===== src/rtl/mem_access_ctrl.sv =====
// Two-port round-robin front end for the word-addressed data memory: loads, full stores,
// and byte-enable stores by read-modify-write. Optional MEM_CTRL_RANGE_CHECK_EN flags out-of-window accesses.
module mem_access_ctrl #(
   parameter logic [31:0] BASE_ADDR = 32'h7FFFFBFC,
   parameter logic [31:0] TOP_ADDR  = 32'h7FFFFFFC
) (
   input  logic        clk,
   input  logic        reset,
   input  logic        aReq,
   input  logic        aWe,
   input  logic [31:0] aAddr,
   input  logic [31:0] aWdata,
   input  logic [3:0]  aBe,
   output logic        aAck,
   output logic [31:0] aRdata,
   input  logic        bReq,
   input  logic        bWe,
   input  logic [31:0] bAddr,
   input  logic [31:0] bWdata,
   input  logic [3:0]  bBe,
   output logic        bAck,
   output logic [31:0] bRdata,
   output logic        err,
   output logic        memRead,
   output logic        memWrite,
   output logic [31:0] memAddress,
   output logic [31:0] memWriteData,
   input  logic [31:0] memReadData
);

   // state | meaning
   // IDLE  | arbitrate, latch winner's request
   // READ  | memory read, capture load data
   // MERGE | memory read, build merged word for partial store
   // WRITE | memory write (commits on negedge)
   // RESP  | one-cycle ack to the winner
   typedef enum logic [2:0] {
      ST_IDLE,
      ST_READ,
      ST_MERGE,
      ST_WRITE,
      ST_RESP
   } state_t;

   state_t      state_q, state_d;
   logic        ptr_q, ptr_d;       // 1: port B preferred on a tie
   logic        win_q, win_d;       // 1: port B owns the transaction
   logic [31:0] wdata_q, wdata_d;
   logic [3:0]  be_q, be_d;
   logic        err_q, err_d;
   logic [31:0] a_rdata_q, a_rdata_d;
   logic [31:0] b_rdata_q, b_rdata_d;
   logic [31:0] mem_addr_q, mem_addr_d;
   logic [31:0] mem_wdata_q, mem_wdata_d;

   logic        gnt_b;
   logic        req_we;
   logic [31:0] raw_addr;
   logic [31:0] req_addr;
   logic [31:0] req_wdata;
   logic [3:0]  req_be;
   logic        out_of_range;
   logic        skip_mem;
   logic [31:0] merged;
   logic        unused_addr_bits;

   assign gnt_b     = bReq && (!aReq || ptr_q);
   assign req_we    = gnt_b ? bWe    : aWe;
   assign raw_addr  = gnt_b ? bAddr  : aAddr;
   assign req_wdata = gnt_b ? bWdata : aWdata;
   assign req_be    = gnt_b ? bBe    : aBe;
   assign req_addr  = {raw_addr[31:2], 2'b00};
   assign unused_addr_bits = ^raw_addr[1:0];

   assign out_of_range = (req_addr < BASE_ADDR) || (req_addr > TOP_ADDR);

`ifdef MEM_CTRL_RANGE_CHECK_EN
   assign skip_mem = out_of_range;
`else
   logic unused_range;
   assign unused_range = out_of_range;
   assign skip_mem     = 1'b0;
`endif

   always_comb begin
      merged = '0;
      for (int i = 0; i < 4; i++) begin
         merged[8*i +: 8] = be_q[i] ? wdata_q[8*i +: 8] : memReadData[8*i +: 8];
      end
   end

   always_comb begin
      state_d     = state_q;
      ptr_d       = ptr_q;
      win_d       = win_q;
      wdata_d     = wdata_q;
      be_d        = be_q;
      err_d       = err_q;
      a_rdata_d   = a_rdata_q;
      b_rdata_d   = b_rdata_q;
      mem_addr_d  = mem_addr_q;
      mem_wdata_d = mem_wdata_q;
      case (state_q)
         ST_IDLE: begin
            if (aReq || bReq) begin
               win_d   = gnt_b;
               ptr_d   = ~gnt_b;
               wdata_d = req_wdata;
               be_d    = req_be;
               err_d   = skip_mem;
               if (skip_mem) begin
                  state_d = ST_RESP;
                  if (!req_we) begin
                     if (gnt_b) b_rdata_d = '0;
                     else       a_rdata_d = '0;
                  end
               end else if (!req_we) begin
                  state_d    = ST_READ;
                  mem_addr_d = req_addr;
               end else if (req_be == 4'hF) begin
                  state_d     = ST_WRITE;
                  mem_addr_d  = req_addr;
                  mem_wdata_d = req_wdata;
               end else if (req_be == 4'h0) begin
                  state_d = ST_RESP;
               end else begin
                  state_d    = ST_MERGE;
                  mem_addr_d = req_addr;
               end
            end
         end
         ST_READ: begin
            if (win_q) b_rdata_d = memReadData;
            else       a_rdata_d = memReadData;
            state_d = ST_RESP;
         end
         ST_MERGE: begin
            mem_wdata_d = merged;
            state_d     = ST_WRITE;
         end
         ST_WRITE: state_d = ST_RESP;
         ST_RESP:  state_d = ST_IDLE;
         default:  state_d = ST_IDLE;
      endcase
   end

   always_ff @(posedge clk) begin
      if (reset) begin
         state_q     <= ST_IDLE;
         ptr_q       <= 1'b0;
         win_q       <= 1'b0;
         wdata_q     <= '0;
         be_q        <= '0;
         err_q       <= 1'b0;
         a_rdata_q   <= '0;
         b_rdata_q   <= '0;
         mem_addr_q  <= '0;
         mem_wdata_q <= '0;
      end else begin
         state_q     <= state_d;
         ptr_q       <= ptr_d;
         win_q       <= win_d;
         wdata_q     <= wdata_d;
         be_q        <= be_d;
         err_q       <= err_d;
         a_rdata_q   <= a_rdata_d;
         b_rdata_q   <= b_rdata_d;
         mem_addr_q  <= mem_addr_d;
         mem_wdata_q <= mem_wdata_d;
      end
   end

   // memWrite is gated by reset so an abandoned store never reaches the array
   assign memRead      = (state_q == ST_READ) || (state_q == ST_MERGE);
   assign memWrite     = (state_q == ST_WRITE) && !reset;
   assign memAddress   = mem_addr_q;
   assign memWriteData = mem_wdata_q;
   assign aAck         = (state_q == ST_RESP) && !win_q;
   assign bAck         = (state_q == ST_RESP) && win_q;
   assign err          = (state_q == ST_RESP) && err_q;
   assign aRdata       = a_rdata_q;
   assign bRdata       = b_rdata_q;

endmodule


===== config.mk =====
export PLATFORM = sky130hd
export DESIGN_NAME = mem_access_ctrl
export DESIGN_NICKNAME = d
export VERILOG_FILES = /design/src/rtl/mem_access_ctrl.sv
export SDC_FILE = /design/constraint.sdc
export NUM_CORES = 1
export LEC_CHECK = 0
export BUFFER_PORTS_ARGS = -buffer_cell sky130_fd_sc_hd__buf_2
export CORE_MARGIN = 2
export CORE_UTILIZATION = 52
export DETAILED_ROUTE_END_ITERATION = 12
export PLACE_DENSITY_LB_ADDON = 0.25
export SYNTH_ARGS = -nofsm -noshare
export SYNTH_HDL_FRONTEND = slang
export SYNTH_SLANG_ARGS = --single-unit

===== constraint.sdc =====
create_clock -name clk -period 4.55 [get_ports clk]
set_input_delay 0.2275 -clock clk [delete_from_list [all_inputs] [get_ports clk]]
set_output_delay 0.2275 -clock clk [all_outputs]
set_load 0.1 [all_outputs]

== After elaboration in Yosys (flattened, before gate mapping) ==
Cells that the tools add are included.

* Flip-flop bits (word level): 169
* Bits in latches: 0
* Memory bits (writable): 0
* ROM bits: 0
* Bits of input ports: 174
* Output and inout port bits: 133
* Memories kept: 0

* Add/subtract/negate cells: 0
* Multipliers: 0
* Divide/modulo/power cells: 0
* Order comparisons: 0
* Equality and inequality tests: 9
* Shift-type cells: 0
* Mux-type cells: 20
* Bitwise logic cells: 2
* Reduce and logical (&&, ||, !) cells: 19

{| class="wikitable"
|+ Operator list
! cell !! count
|-
| 32-bit 2-to-1 mux || 8
|-
| 32-bit case mux with 2 select lines || 1
|-
| 8-bit 2-to-1 mux || 4
|-
| 3-bit 2-to-1 mux || 4
|-
| 3-bit case mux with 3 select lines || 1
|-
| 3-bit by 2-bit equality test with 1-bit output, second input constant || 2
|-
| 2-bit != test, second input constant || 3
|-
| 2-bit AND reduction || 3
|-
| 4-bit equality test, second input constant || 1
|-
| 1-bit logical AND || 4
|-
| 4-bit zero test || 1
|-
| 4-bit 2-to-1 mux || 1
|-
| 4-bit AND reduction || 1
|-
| 3-bit by 1-bit equality test with 1-bit output, second input constant || 1
|-
| 3-bit equality test, second input constant || 1
|-
| 1-bit zero test || 3
|-
| 3-bit zero test || 1
|-
| 1-bit logical OR || 3
|-
| 3-bit != test, second input constant || 1
|-
| 3-bit AND reduction || 1
|-
| 1-bit NOT || 2
|-
| 2-bit nonzero test || 1
|-
| 2-bit OR reduction || 1
|-
| 1-bit 2-to-1 mux || 1
|}

== Longest topological paths before layout ==
Gate-level depths: netlist (run 1).

* Word-level depth: 10
* Mapped depth: 8
* Mapped depth without buffers: 5

== Worst setup path after synthesis (run 1) ==
No wires, ideal clock.

* Kind: register to output
* Start: reg state_q[1]
* End: out aAck
* Data arrival time: 3.600 ns
* Required time: 4.323 ns
* Path slack: 0.723 ns
* Stages on the path, launching flop included: 3
* Path buffers: 1
* Path through: dfxtp_1 buf_2 nor4b_1

* Cells in the longest elaborated chain, start to end: 2

{| class="wikitable"
|+ RTL lines
! what !! line !! text
|-
| start, declared || 45 || <nowiki>state_t state_q, state_d;</nowiki>
|-
| start signal, assigned || 160 || <nowiki>state_q <= state_d;</nowiki>
|-
| 3-bit equality test || 178 || <nowiki>assign aAck = (state_q == ST_RESP) && !win_q;</nowiki>
|-
| 1-bit logical AND || 178 ||
|-
| end, declared || 14 || <nowiki>output logic aAck,</nowiki>
|}

No other way between the ends.

== Worst setup path in the final report (run 1) ==
* Start: reg ptr_q
* End: reg mem_wdata_q[19], in the netlist memWriteData[19]

* Cells in the longest elaborated chain, start to end: 7
* Elaborated cells on any way between the ends: 13
* Those cells by class: eq/ne (3); mux (7); reduce/logical (3)

{| class="wikitable"
|+ RTL lines
! what !! line !! text
|-
| start, declared || 46 || <nowiki>logic ptr_q, ptr_d;</nowiki>
|-
| start signal, assigned || 161 || <nowiki>ptr_q <= ptr_d;</nowiki>
|-
| 1-bit logical OR (*) || 67 || <nowiki>assign gnt_b = bReq && (!aReq || ptr_q);</nowiki>
|-
| 1-bit logical AND (*) || 67 ||
|-
| 32-bit 2-to-1 mux || 70 || <nowiki>assign req_wdata = gnt_b ? bWdata : aWdata;</nowiki>
|-
| 32-bit 2-to-1 mux || 120 || <nowiki>end else if (req_be == 4'hF) begin</nowiki>
|-
| 32-bit 2-to-1 mux || 117 || <nowiki>end else if (!req_we) begin</nowiki>
|-
| 32-bit 2-to-1 mux || 105 || <nowiki>if (aReq || bReq) begin</nowiki>
|-
| 32-bit case mux with 2 select lines || 103 || <nowiki>case (state_q)</nowiki>
|-
| end signal, assigned || 169 || <nowiki>mem_wdata_q <= mem_wdata_d;</nowiki>
|-
| end, declared || 54 || <nowiki>logic [31:0] mem_wdata_q, mem_wdata_d;</nowiki>
|}

Mark *: on every way between the ends. The rest lies on a longest branch, timed or not. The select of a mux whose other input is x is not followed.
A chain may end at the register's enable or synchronous reset.

==> results of run 1 <==
-- cell families after synthesis --
| group | Yosys count | synth area share (%) |
|---|---|---|
| AO/OA/AOI/OAI | 207 | 20.6 |
| XOR/XNOR | 1 | 0.116 |
| buffers and inverters | 75 | 4.62 |
| flip-flops | 167 | 44.1 |
| multiplexers | 97 | 12.8 |
| other | 1 | 0.0495 |
| AND/OR/NAND/NOR | 296 | 17.8 |
-- routing by layer --
metal / wire length, µm / global-route usage, % / vias to the layer above
li1: - / - / 3463
met1: 9120 / 34.2 / 3150
met2: 9540 / 41.4 / 250
met3: 1450 / 5.67 / 28
met4: 337 / 8.26 / 0
met5: 0 / 0 / -
-- flip-flops by register name (all words and copies together) (netlist names) --
register and flops:
bRdata 32, aRdata 32, ptr_q 1, be_q 4, memAddress 30, wdata_q 32
win_q 1, state_q 3, memWriteData 32
-- per-stage QoR --
step | setup WS, ps | power, mW | utilization [%]
detailed placement | 2040 | 3.58 | 62.9
global route | 1820 | 5.38 | 67.5
CTS | 1980 | 5.18 | 67.5
global placement | 2090 | 3.56 | 62.9
finish | 1990 | 5.16 | 67.5
floorplan | 723 | 3.26 | -
-- worst register-to-register path: cells and delay by family, from the launching register on --
family	cells	cell delay, ps
AOI/OAI and AO/OA	3	1080
buffers and inverters	1	450
DFF	1	360
muxes	1	260
and+or+nand+nor	1	320
-- cell usage in the layout, fill, tap and decap left out, types with 2 or more instances in the layout --
| master | synthesis | final |
|---|---|---|
| sky130_fd_sc_hd__buf_4 | 4 | 6 |
| sky130_fd_sc_hd__and2_1 | 2 | 2 |
| sky130_fd_sc_hd__mux2i_1 | 97 | 97 |
| sky130_fd_sc_hd__nor3b_1 | 2 | 2 |
| sky130_fd_sc_hd__inv_6 | 0 | 2 |
| sky130_fd_sc_hd__or3_1 | 2 | 2 |
| sky130_fd_sc_hd__nor2b_1 | 32 | 32 |
| sky130_fd_sc_hd__nand3_1 | 4 | 4 |
| sky130_fd_sc_hd__nand2_1 | 132 | 130 |
| sky130_fd_sc_hd__nor3_2 | 1 | 2 |
| sky130_fd_sc_hd__nor2_1 | 73 | 73 |
| sky130_fd_sc_hd__dfxtp_1 | 167 | 167 |
| sky130_fd_sc_hd__conb_1 | 1 | 3 |
| sky130_fd_sc_hd__a211o_1 | 32 | 32 |
| sky130_fd_sc_hd__a211oi_1 | 77 | 77 |
| sky130_fd_sc_hd__clkinv_2 | 0 | 3 |
| sky130_fd_sc_hd__clkbuf_1 | 41 | 3 |
| sky130_fd_sc_hd__nand2b_1 | 34 | 34 |
| sky130_fd_sc_hd__a21boi_0 | 2 | 2 |
| sky130_fd_sc_hd__buf_2 | 25 | 298 |
| sky130_fd_sc_hd__nor3_1 | 5 | 4 |
| sky130_fd_sc_hd__clkbuf_16 | 0 | 17 |
| sky130_fd_sc_hd__and3_1 | 3 | 3 |
| sky130_fd_sc_hd__a21oi_1 | 67 | 67 |
| sky130_fd_sc_hd__bufinv_16 | 0 | 6 |
| sky130_fd_sc_hd__a211oi_2 | 20 | 20 |
-- area by class of cell --
cell class	count	area share, %
clock buffers	20	4.50
clock inverters	12	2.28
multi-input cells	604	40.4
flip-flops and latches	167	34.5
well taps	184	2.37
repair buffers	305	16.0
-- power groups by stage --
stage          Sequential, mW  Combinational [mW]  Clock [mW]
2_1_floorplan            2.57               0.685           0
3_3_place_gp             1.79                1.76           0
3_5_place_dp             1.80                1.78           0
4_1_cts                  1.77                1.79        1.63
5_1_grt                  1.79                1.88        1.70
6_report                 1.77                1.78        1.61
-- worst paths after layout --
check	depth (start not counted)	slack, ps	to
max reg2reg	6	1990	memWriteData[19]
min reg2reg	2	450	aRdata[14]
min	3	90	aRdata[19]
max	6	1990	memWriteData[19]
==> impl_metrics.yaml, run 1 <==
worst_setup_path:
  path_delay_family: "compound AO/OA/AOI/OAI gates"
  type_of_element_launching_the_critical_path: "flip-flop"
  critical_path.max_stage_delay_ps: 640
  critPathRequiredTime_ps: 4880
  crit_fanout: 17
  cp_endpoint_kind: "flip-flop"
  critical-path-slowest-cell: "sky130_fd_sc_hd__o211ai_4"
  worstPathCellList: "nand2b_1 > a21boi_0 > o22a_1 > o211ai_4 > buf_4 > mux2i_1"
  worstPathBufferInverterCount: 1
  critPathKind: "flip-flop to flip-flop"
  worst_ep_arrival_time_ps: 2900
  crit_start: "ptr_q"
  reg2reg_from: "ptr_q"
sta:
  relSlewSlack_pct: 23.2
  tightest_slew_ps: 1150
  final.period_utilization_pct: 56.3
  final_max_tran_viols: 0
  timing.setup.tns_ps: 0
  timing.hold.ws_ps: 85.3
  finClkSkew_ps: 5.91
  setup_viol_count_final: 0
  clock.fmax_mhz: 391
  finalHoldViolations: 0
  period_needed_ps: 2560
  grt_setup_unrepaired: "no"
yosys:
  synthMostInstantiatedCell: "sky130_fd_sc_hd__dfxtp_1"
  synth.avg_cell_area_um2: 8.98
  synth_largest_area_cell: "sky130_fd_sc_hd__dfxtp_1"
  yosys_warnings: 0
  yosys.cell_types.count: 40
  ys_seq_elements: 167
  number_of_flops_mapped_to_enable_cells_by_yosys: 0
  synth.top_cell.area_share_pct: 44.1
  syn-cell-area_um2: 7580
  synth_sequential_area_ratio_pct: 44.1
  netlist_top_cells_area: "sky130_fd_sc_hd__dfxtp_1 (44%), sky130_fd_sc_hd__mux2i_1 (13%), sky130_fd_sc_hd__a211oi_1 (7.6%)"
  synth_async_sr_flop_share_pct: 0
  count_of_mapped_cells_out_of_synthesis: 844
  postSynth.topFlopCell: "sky130_fd_sc_hd__dfxtp_1"
  synth_top_cells_by_count: "sky130_fd_sc_hd__dfxtp_1 (167), sky130_fd_sc_hd__nand2_1 (132), sky130_fd_sc_hd__mux2i_1 (97), sky130_fd_sc_hd__a211oi_1 (77), sky130_fd_sc_hd__nor2_1 (73)"
hold_path:
  hold_start: "memReadData[19]"
  hold_path_class: "primary input to flip-flop"
clocking:
  cts_root_buffer: "sky130_fd_sc_hd__clkbuf_16"
  clock_latency_on_the_worst_skew_pair_ps: 410
  clock_tree_from_tritoncts: "built"
  cts.path.max_buffers: 2
  tritoncts.num_buffers: 17
  cts_hold_buf: 0
  cts-htree-levels: 4
  cts.clk_slew.worst_paths_ps: 60
  clock_sinks: 167
  post_cts.resized_instances: 0
  cts_setup_buffers: 0
route:
  drt_drc_violations_left: 0
  viasPerCell: 5.33
  wirelength_um: 20500
  avgRoutedWirePerCell_um: 15.8
  drt.antenna.violating_nets: 0
  num_vias: 6891
  drt_iter0_markers: 522
  drt_pre_antenna_iters: 5
global_routing:
  vias_in_the_first_global_route: 6230
  number_of_antenna_violations_at_the_first_check_in_global_routing: 0
  grt_max_degree: 126
  grt.overflow.total: 0
  grt_use_total_pct: 25.6
  grt_first_pass_wirelength_um: 32500
place:
  gp_routability_congestion: 0.838
  postPlaceCellArea_um2: 9040
  detailedPlacementHpwl_um: 14400
  numPortBuffers: 299
  dp_cells: 1260
cells_and_area:
  final_net_count: 1269
  areaGrowthSynthToFinish_pct: 27.9
  layout.filler_cells: 1265
  post-route-cell-area_um2: 9700
  multiInputGateArea_um2: 3920
  post_route_cells_drive_above_1_share_pct: 32.8
  antennaDiodeCount: 0
  area.sequential_um2: 3340
  final_cells: 1292
status:
  outcome: "complete, no violations"
power_and_ir_drop:
  power.share.sequential_pct: 34.3
  share_clk_of_total_power_pct: 31.2
  power.ir.vdd_worst_mv: 0.306
  comb_power_share_pct: 34.5
  p_leak_nw: 4.67
  sw_frac_of_total_pct: 40.2
  power.density_cell_area_nw_per_um2: 533
  p_int_mw: 3.09
  net-switching-power_mw: 2.07
die:
  initial_core_util_pct: 52.8
  rows: 44
  io_pins: 307
  floorplan.die.width_um: 125
  fp.coreArea_um2: 14400
  die_area_um2: 15600
  dieHeight_um: 125
flow_run:
  max_cap_violations: 0
Note: power is estimated with default switching activity, not from simulation.
==> run 2, diff against run 1 <==
--- a/config.mk
+++ b/config.mk
@@ -7,7 +7,7 @@
 export LEC_CHECK = 0
 export BUFFER_PORTS_ARGS = -buffer_cell sky130_fd_sc_hd__buf_2
 export CORE_MARGIN = 2
-export CORE_UTILIZATION = 52
+export CORE_UTILIZATION = 49
 export DETAILED_ROUTE_END_ITERATION = 12
 export PLACE_DENSITY_LB_ADDON = 0.25
 export SYNTH_ARGS = -nofsm -noshare
==> constraint.sdc (replaced) <==
create_clock -name clk -period 2.4 [get_ports clk]
set_input_delay 0.12 -clock clk [delete_from_list [all_inputs] [get_ports clk]]
set_output_delay 0.12 -clock clk [all_outputs]
set_load 0.1 [all_outputs]
==> impl_metrics.yaml, run 2 (same netlist as run 1, synthesis figures left out) <==
cells_and_area:
  leading_cell_type_in_the_layout_fill_and_taps_excluded: "sky130_fd_sc_hd__buf_2"
  post-route-cell-area_um2: 10200
  layout.filler_cells: 1272
  final_net_count: 1312
  areaGrowthSynthToFinish_pct: 33.9
  multiInputGateArea_um2: 3930
  area.sequential_um2: 3340
  layout.cells.most_common_list: "sky130_fd_sc_hd__buf_2 (298), sky130_fd_sc_hd__dfxtp_1 (167), sky130_fd_sc_hd__nand2_1 (130)"
  post_route_cells_drive_above_1_share_pct: 32.8
clocking:
  cts-htree-levels: 4
  cts_setup_buffers: 0
  clock_tree_from_tritoncts: "built"
  cts.path.max_buffers: 2
  cts_root_buffer: "sky130_fd_sc_hd__clkbuf_16"
  clock_sinks: 167
  tritoncts.num_buffers: 17
  cts.clk_slew.worst_paths_ps: 70
  clock_latency_on_the_worst_skew_pair_ps: 410
route:
  viasPerCell: 5.27
  avgRoutedWirePerCell_um: 16.0
  num_vias: 7066
  drt_pre_antenna_iters: 5
  drt_iter0_markers: 459
  drt_drc_violations_left: 0
  drt.antenna.violating_nets: 0
  wirelength_um: 21400
power_and_ir_drop:
  total_power_consumption_mw: 9.63
  power.ir.vdd_worst_mv: 0.552
  p_leak_nw: 4.86
  power.density_cell_area_nw_per_um2: 949
hold_path:
  hold_start: "bAddr[5]"
  hold_path_class: "primary input to flip-flop"
sta:
  finClkSkew_ps: 8.47
  period_needed_ps: 1950
  tightest_slew_ps: 737
  grt_setup_unrepaired: "no"
  final_critical_path_setup_slack_ps: 450
  final.period_utilization_pct: 81.2
  finalHoldViolations: 0
  relSlewSlack_pct: 50.9
  final_max_tran_viols: 0
  clock.fmax_mhz: 513
  setup_viol_count_final: 0
  timing.setup.tns_ps: 0
global_routing:
  grt_first_pass_wirelength_um: 33600
  number_of_antenna_violations_at_the_first_check_in_global_routing: 0
  grt.overflow.total: 0
  vias_in_the_first_global_route: 6581
  grt_max_degree: 98
  grt_use_total_pct: 25.8
place:
  detailedPlacementHpwl_um: 14800
  postPlaceCellArea_um2: 9230
  gp_routability_congestion: 0.799
  detailedPlace.worstSlack_ps: 457
  numPortBuffers: 299
die:
  floorplan.die.width_um: 128
  fp.coreArea_um2: 15100
  initial_core_util_pct: 50.1
  io_pins: 307
  dieHeight_um: 128
  rows: 45
  die_area_um2: 16500
flow_run:
  max_cap_violations: 0
worst_setup_path:
  worstPathCellList: "nor3b_2 > buf_2"
  critical_path.max_stage_delay_ps: 680
  path_delay_family: "flip-flops"
  cp_endpoint_kind: "primary output"
  worstPathBufferInverterCount: 1
  crit_start: "state_q[1]"
  critPathKind: "flip-flop to primary output"
  crit_fanout: 13
  type_of_element_launching_the_critical_path: "flip-flop"
  critPathRequiredTime_ps: 2280
  worst_ep_arrival_time_ps: 1830
  reg2reg_from: "state_q[1]"
  critical-path-slowest-cell: "sky130_fd_sc_hd__dfxtp_1"
status:
  outcome: "complete, no violations"
## run 2: cell count changes in the layout (fill, tap and decap cells not counted), moves of 3 or more
cell / change
sky130_fd_sc_hd__clkinvlp_4: +3
sky130_fd_sc_hd__bufinv_16: -3
sky130_fd_sc_hd__buf_4: +4
sky130_fd_sc_hd__dlygate4sd3_1: +32
sky130_fd_sc_hd__buf_12: +7
## run 2: final timing paths
kind | slack [ps] | to | cells past startpoint
max | 450 | memWrite | 2
min | 40 | memAddress[5] | 3
max reg2reg | 470 | memAddress[2] | 6
min reg2reg | 450 | aRdata[16] | 2
## run 2: stage by stage
step	util [%]	cells	hold slack, ps
floorplan	-	846	256
global placement	60.9	1275	393
detailed placement	60.9	1275	398
CTS	67.0	1339	28.5
global route	67.0	1339	37.7
finish	67.0	1340	41.5
## run 2: routing by layer
| layer | share of wire, % | up-vias | track usage (%) |
|---|---|---|---|
| met5 | 0 | - | 0 |
| met4 | 1.4 | 0 | 7.82 |
| met3 | 7.1 | 28 | 6.24 |
| met2 | 46 | 269 | 40.4 |
| met1 | 45 | 3213 | 35.4 |
| li1 | - | 3556 | - |
## run 2: where the power goes
| group | switching (mW) | internal, mW |
|---|---|---|
| sequential | 0.236 | 3.12 |
| clock | 1.11 | 1.67 |
| combinational | 2.63 | 0.868 |
| total | 3.97 | 5.66 |
## run 2: final cells by class
type	instances	share of cell area [%]
Clock buffer	21	4.44
Antenna cell	1	0.0247
Sequential cell	167	32.9
Timing Repair Buffer	348	20.1
Clock inverter	11	1.45
Tap cell	188	2.32
Multi-Input combinational cell	604	38.8
## run 2: what timing repair did
| action | in CTS | in global routing |
|---|---|---|
| hold buffers | 32 | 0 |
| setup endpoints to repair | 0 | 0 |
| gates resized for setup | 0 | 0 |
| hold endpoints to repair | 61 | 0 |
## run 2: tightest hold or removal path, stage by stage
cell and delay [ps]:
sky130_fd_sc_hd__buf_2 90, sky130_fd_sc_hd__mux2i_1 110, sky130_fd_sc_hd__a211oi_1 80
==> run 3, diff against run 2 <==
--- a/config.mk
+++ b/config.mk
@@ -5,9 +5,10 @@
 export SDC_FILE = /design/constraint.sdc
 export NUM_CORES = 1
 export LEC_CHECK = 0
+export ABC_AREA = 1
 export BUFFER_PORTS_ARGS = -buffer_cell sky130_fd_sc_hd__buf_2
 export CORE_MARGIN = 2
-export CORE_UTILIZATION = 49
+export CORE_UTILIZATION = 45
 export DETAILED_ROUTE_END_ITERATION = 12
 export PLACE_DENSITY_LB_ADDON = 0.25
 export SYNTH_ARGS = -nofsm -noshare
==> constraint.sdc (replaced) <==
create_clock -name clk -period 1.6 [get_ports clk]
set_input_delay 0.08 -clock clk [delete_from_list [all_inputs] [get_ports clk]]
set_output_delay 0.08 -clock clk [all_outputs]
set_load 0.1 [all_outputs]
==> impl_metrics.yaml, run 3 <==
route:
  avgRoutedWirePerCell_um: 14.0
  drt.antenna.violating_nets: 0
  viasPerCell: 4.95
  drt_pre_antenna_iters: 5
  num_vias: 8693
  drt_iter0_markers: 480
  wirelength_um: 24600
  drt_drc_violations_left: 0
status:
  outcome: "finished with violations"
  violations: "negative setup slack"
yosys:
  synthMostInstantiatedCell: "sky130_fd_sc_hd__nand2_1"
  yosys_warnings: 0
  yosys.cell_types.count: 28
  synth.avg_cell_area_um2: 6.81
  postSynth.topFlopCell: "sky130_fd_sc_hd__dfxtp_1"
  syn-cell-area_um2: 7910
  synth_async_sr_flop_share_pct: 0
  synth.top_cell.area_share_pct: 42.3
  netlist_top_cells_area: "sky130_fd_sc_hd__dfxtp_1 (42%), sky130_fd_sc_hd__nand2_1 (13%), sky130_fd_sc_hd__o21ai_0 (11%)"
  ys_seq_elements: 167
  count_of_mapped_cells_out_of_synthesis: 1161
  synth_top_cells_by_count: "sky130_fd_sc_hd__nand2_1 (265), sky130_fd_sc_hd__o21ai_0 (179), sky130_fd_sc_hd__dfxtp_1 (167), sky130_fd_sc_hd__a21oi_1 (163), sky130_fd_sc_hd__inv_1 (113)"
  number_of_flops_mapped_to_enable_cells_by_yosys: 0
  synth_largest_area_cell: "sky130_fd_sc_hd__dfxtp_1"
  synth_sequential_area_ratio_pct: 42.3
worst_setup_path:
  crit_cells: 10
  crit_fanout: 8
  type_of_element_launching_the_critical_path: "flip-flop"
  worst_ep_arrival_time_ps: 1980
  cells_on_worst_reg2reg_path: 10
  worstPathCellList: "inv_2 > nand2_4 > buf_6 > nand3_2 > nand2_2 > and2_1 > nand3_4 > buf_4 > a21oi_1 > nor2_1"
  critPathRequiredTime_ps: 1910
  path_delay_family: "simple AND/OR/NAND/NOR gates"
  critPathKind: "flip-flop to flip-flop"
  worstPathBufferInverterCount: 3
  cp_endpoint_kind: "flip-flop"
  critical-path-slowest-cell: "sky130_fd_sc_hd__dfxtp_2"
  critical_path.max_stage_delay_ps: 320
place:
  gp_routability_congestion: 0.833
  detailedPlace.worstSlack_ps: -86.4
  detailedPlacementHpwl_um: 16100
  numPortBuffers: 299
global_routing:
  number_of_antenna_violations_at_the_first_check_in_global_routing: 0
  vias_in_the_first_global_route: 7968
  grt.overflow.total: 0
  grt_first_pass_wirelength_um: 37900
  grt_max_degree: 53
  grt_use_total_pct: 25.5
sta:
  final.period_utilization_pct: 104
  tightest_slew_ps: 550
  period_needed_ps: 1660
  finClkSkew_ps: 8.84
  relSlewSlack_pct: 63.3
  setup_viol_count_final: 50
  grt_setup_unrepaired: "yes"
  finalHoldViolations: 0
  final_max_tran_viols: 0
  final_critical_path_setup_slack_ps: -64.4
  clock.fmax_mhz: 601
  timing.setup.tns_ps: -1520
cells_and_area:
  antennaDiodeCount: 0
  layout.cells.most_common_list: "sky130_fd_sc_hd__buf_2 (295), sky130_fd_sc_hd__nand2_1 (256), sky130_fd_sc_hd__o21ai_0 (174)"
  areaGrowthSynthToFinish_pct: 44.6
  leading_cell_type_in_the_layout_fill_and_taps_excluded: "sky130_fd_sc_hd__buf_2"
  final_net_count: 1693
  layout.filler_cells: 1473
  post_route_cells_drive_above_1_share_pct: 30.2
die:
  floorplan.die.width_um: 137
  fp.coreArea_um2: 17200
  initial_core_util_pct: 45.9
  io_pins: 307
  rows: 48
  die_area_um2: 18600
  dieHeight_um: 137
clocking:
  clock_latency_on_the_worst_skew_pair_ps: 420
  tritoncts.num_buffers: 17
  clock_sinks: 167
  cts.clk_slew.worst_paths_ps: 60
  cts.path.max_buffers: 2
  cts-htree-levels: 4
  cts_root_buffer: "sky130_fd_sc_hd__clkbuf_16"
  clock_tree_from_tritoncts: "built"
power_and_ir_drop:
  power.ir.vdd_worst_mv: 0.969
  power.density_cell_area_nw_per_um2: 1760
  p_leak_nw: 5.82
flow_run:
  max_cap_violations: 0
hold_path:
  holdPathStages: 3
  hold_path_class: "primary input to flip-flop"
-- run 3: cell families (layout without fill, tap and decap cells) --
logic type,count (synthesis),count (layout),synth area share [%]
DFF,167,167,42.3
AOI/OAI and AO/OA,363,363,23.1
other,1,3,0.0474
and+or+nand+nor,420,422,22.7
buffers and inverters,210,576,11.9
-- run 3: worst paths after layout --
| path | from | endpoint | slack, ps |
|---|---|---|---|
| max reg2reg | ptr_q | memAddress[23] | -60 |
| min reg2reg | memAddress[12] | memAddress[12] | 480 |
| max | ptr_q | memAddress[23] | -60 |
| min | bWdata[21] | wdata_q[21] | 20 |
-- run 3: per-layer routing --
layer  global-route usage, %  routed length [µm]
met1                    30.4               10500
met3                    5.63                1580
met4                    8.91                 467
met5                       0                   0
met2                    44.9               12100
-- run 3: worst min-delay path: cells and delay by family --
kind / cells / cell delay, ps
compound gates: 2 / 250
buf+inv: 1 / 70
-- run 3: what timing repair did --
| item | in CTS | in global routing |
|---|---|---|
| resized for setup | 37 | 20 |
| pin swaps | 9 | 2 |
| endpoints found under the setup margin | 36 | 91 |
| setup buffers | 9 | 4 |
| gates cloned | 4 | 3 |
| endpoints found under the hold margin | 72 | 0 |
| hold buffers | 40 | 0 |
-- run 3: final cells by class --
type	instances	area, µm²	share of cell area [%]
clock buffer	20	437	3.82
clock inverter	11	150	1.31
inverter	118	452	3.95
multi-input combinational	788	3820	33.5
sequential	167	3340	29.3
tap	225	282	2.46
timing repair buffer	427	2940	25.7
-- run 3: power breakdown --
group	switching, mW	internal, mW
registers	0.529	5.07
clock network	1.69	2.45
logic	7.70	2.70
-- run 3: through the flow --
step           hold slack (ps)  power (mW)  util [%]  instances  instance area [µm²]
2_1_floorplan              152        13.2         -       1163                 7920
3_3_place_gp               344        15.1      57.9       1665                 9970
3_5_place_dp               354        15.2      57.9       1665                 9970
4_1_cts                   6.37        19.8      65.3       1749                11300
5_1_grt                   43.2        21.2      66.3       1756                11400
6_report                  21.6        20.1      66.3       1756                11400
